`src/rtl/flopr.sv`:
```
// flopr: parameterizable-width D register with asynchronous active-high reset.
//
// Basic storage element of the datapath. Pipeline registers, the PC register
// and other state elements are built from it. It captures d on every rising
// edge of clk. It has no enable and no other control.
//
// Parameters:
//   WIDTH  bit width of d and q (>= 1). Default 64; the 32-bit instance is WIDTH=32.
//
// Ports (in positional order):
//   clk    input               system clock, rising edge active
//   reset  input               asynchronous, active-high; clears q to all zeros at once
//   d      input  [WIDTH-1:0]  data to capture
//   q      output [WIDTH-1:0]  registered data, one cycle after d
module flopr #(
  parameter int WIDTH = 64
) (
  input  logic             clk,
  input  logic             reset,
  input  logic [WIDTH-1:0] d,
  output logic [WIDTH-1:0] q
);

  // Reset sits in the sensitivity list, so the clear does not wait for clk.
  // When reset is high at a clock edge, it also wins over the capture.
  always_ff @(posedge clk or posedge reset) begin
    if (reset) begin
      q <= '0;
    end else begin
      q <= d;
    end
  end

endmodule

```
`config.mk`:
```
export PLATFORM = sky130hd
export DESIGN_NAME = flopr
export DESIGN_NICKNAME = d
export VERILOG_FILES = /design/src/rtl/flopr.sv
export SDC_FILE = /design/constraint.sdc
export NUM_CORES = 1
export LEC_CHECK = 0
export CAP_MARGIN = 10
export CORE_MARGIN = 10
export CORE_UTILIZATION = 34
export CTS_CLUSTER_SIZE = 20
export DETAILED_ROUTE_END_ITERATION = 10
export PLACE_DENSITY = 0.83
export SYNTH_ARGS = -nofsm -noshare
export SYNTH_HDL_FRONTEND = slang
export SYNTH_SLANG_ARGS = --single-unit
```
`constraint.sdc`:
```
create_clock -name clk -period 5.1 [get_ports clk]
set_input_delay 0.765 -clock clk [delete_from_list [all_inputs] [get_ports clk]]
set_output_delay 0.765 -clock clk [all_outputs]
set_load 0.1 [all_outputs]
```
Word-level counts from Yosys, hierarchy flattened
Cells that the tools add are included.

word-level totals
  register bits after elaboration = 64
  input bits = 66
  output and inout bits = 64
  logic and storage cells = 1

Logic depth before layout (Yosys ltp)
  word-level depth = 0
  depth in mapped cells = 1
  depth with buffers taken out = 1

Least setup slack after synthesis
Ideal clock, no wire load.

  path type = flip-flop to output port
  start = register q[0]
  end = output q[0]
  arrival = 0.883 ns
  required time = 4.335 ns
  setup slack = 3.452 ns
  stages on the path, launching flop included = 1
  buffers on the path = 0
  path through = dfrtp_1

RTL lines
  element                 RTL line  RTL
  from (decl)             21        output logic [WIDTH-1:0] q
  from (signal assigned)  28        q <= '0;
  from (signal assigned)  30        q <= d;

No word-level cell between the ends.

Worst setup path in the final report
  start = register q[8]
  end = output q[8]

No word-level cell between the ends.

==> summary.md <==
| Metric | Value |
|---|---|
| WHS | about 0.88 ns |
| ANT nets after route | 0 |
| Least-Margin Pin Slew | 1.010 ns |
| Synth cell types | 2 |
| Final Hold Vio Count | 0 |
| GRT Residual Overflow | 0 |
| Buf/Inv on CP | 1 |
| CP arrival | approximately 1.8 ns |
| Largest register by flop count | q |
| WP data required | about 4.3 ns |
| Synthesized area per cell | 24.70 um^2 |
| Period minus WS final | between 2 and 3 ns |
| Largest area contributor in the netlist | dfrtp_1 |
| Longest Clk Path Bufs | 2 |
| Worst relative slew slack | 0.3242 |
| Fin crit share | 0.5044 |
| # IOs | between 100 and 150 |
| Ant diodes | 0 |
| Syn_nets | between 100 and 150 |
| GP Congestion | 0.7046 |
| Final nets | ~270 |
| Share of layout cells above drive strength 1 | 0.06220 |
| Die Area | between 7000 and 8000 um^2 |
| Drt pass-1 iters | 4 |
| Multi-input comb cells | 0 |
| Reg area | 1602 um^2 |
| DRC | 0 |
| Nature of the critical path startpoint | register |
| Ys Warns | 0 |
| CTS Buf Count | 9 |
| Pre-CTS WS | approximately 2.9 ns |
| First-pass GRT wire length | 7010 um |
| Synth area leaders | dfrtp_1 (100%), inv_1 (0.23%) |
| Hold Crit Class | primary input to register |
| Post-CTS Resized | 0 |
| Post-synth top area share | 0.9977 |
| Mapped cell area | between 1500 and 2000 um^2 |
| Initial Util | 0.3588 |
| Finished Cell Area | 3123 um^2 |
| Row cnt | 24 |
| Area of the multi-input gates | 0 um^2 |
| Largest registers | q (64) |
| CTS Root Cell | clkbuf_8 |
| Type of the worst setup path | register to output pin |
| PortBufs | ~130 |
| Fillers | slightly above 300 |
| Pwr dens | ~380 nW/um^2 |
| Drt wl/cell | 18.61 um |
| Die X | between 80 and 90 um |
| Setup violators final | 0 |
| RSZ-0062 raised after global routing | false |
| Largest net degree at the start of global routing | 65 |
| Gr usage total | 0.1248 |
| Antenna violations before repair | 0 |
| Max Cap Violations | 0 |
| Vias per inst | between 4 and 5 |
| Routed vias | roughly 1100 |
| Slew Viols, Final | 0 |
| Worst vdd ir | 0.0002700 V |
| Worst setup EP type | output pin |
| CTS Hold Bufs | 0 |
| Core Area | 4474 um^2 |
| Final wirelength | 4857 um |
| Outcome | finished, final reports clean |
| Delay-heaviest family, CP | buffers and inverters |
| Final setup margin | between 2 and 3 ns |
| Vias in the first global route | between 1000 and 1500 |
| Placed Area | 2969 um^2 |
| Pleak | between 0.001 and 0.0015 uW |
| Slowest CP cell | clkdlybuf4s50_1 |
| Clock transition at path regs | roughly 0.060 ns |
| CP max FO | 1 |
| Number of setup buffers added after CTS | 0 |
| H-tree Lvls | 3 |
| Post-synthesis sequential area ratio | 0.9977 |
| Syn-to-layout area delta | 94.54% |
| Peak Freq | just under 400 MHz |
| Iter 0 DRT Violations | 11 |
| Worst path max stage delay | roughly 1.2 ns |
| Largest register FFs | between 60 and 70 |
| Die H | 88.71 um |
| CTS sink cnt | 64 |
| Cells along the critical path | clkdlybuf4s50_1 |
| Setup TNS | 0 ns |
| TritonCTS clock tree | yes |
| Yosys reg bits | 64 |
| Mapped Cells | 65 |
==> per-layer routing <==
metal | GRT usage | part of all wire
met2 | 0.2114 | 0.55
met1 | 0.1177 | 0.33
met3 | 0.07353 | 0.11
met4 | 0.06167 | 0.012
met5 | 0 | 0
==> worst paths after layout <==
path | start | endpoint | slack [ns] | depth (start not counted)
min | d[61] | q[61] | 0.88 | 1
max in group asynchronous | reset | q[12] | 3.62 | 3
max | q[8] | q[8] | 2.53 | 1
min in group asynchronous | reset | q[53] | 0.99 | 3
==> cells in the mapped netlist <==
| library cell | n |
|---|---|
| dfrtp_1 | 64 |
| inv_1 | 1 |
==> stage by stage <==
step | total power (uW) | utilization | cells
CTS | 1213 | 0.6980 | 261
global route | 1245 | 0.6980 | 261
finish | 1197 | 0.6980 | 261
detailed placement | 862.6 | 0.6636 | 247
floorplan | 750.2 | - | 65
global placement | 858.1 | 0.6636 | 247
==> cells in the final DEF (no fill, tap or decap), drive strengths merged <==
cell type and instances:
inv 1, dfrtp 64, buf 1, clkbuf 13
clkinv 1, clkdlybuf4s50 129
==> layout make-up <==
cell class            instances  share of cell area
clock buffer                 13             0.04768
clock inverter                1            0.001603
inverter                      1            0.001202
sequential                   64              0.5128
tap                          52             0.02083
timing repair buffer        130              0.4159
==> power breakdown <==
group / internal (uW) / switching (uW) / total (uW)
logic: 85.6 / 225 / 310
registers: 533 / 6.55 / 540
clock network: 184 / 163 / 347
total: 803 / 394 / 1200
==> cells by family (layout without fill, tap and decap cells) <==
family,count (synthesis),after routing,synth area share
buf+inv,1,145,0.002336
flops,64,64,0.9977
Note: power is estimated with default switching activity, not from simulation.
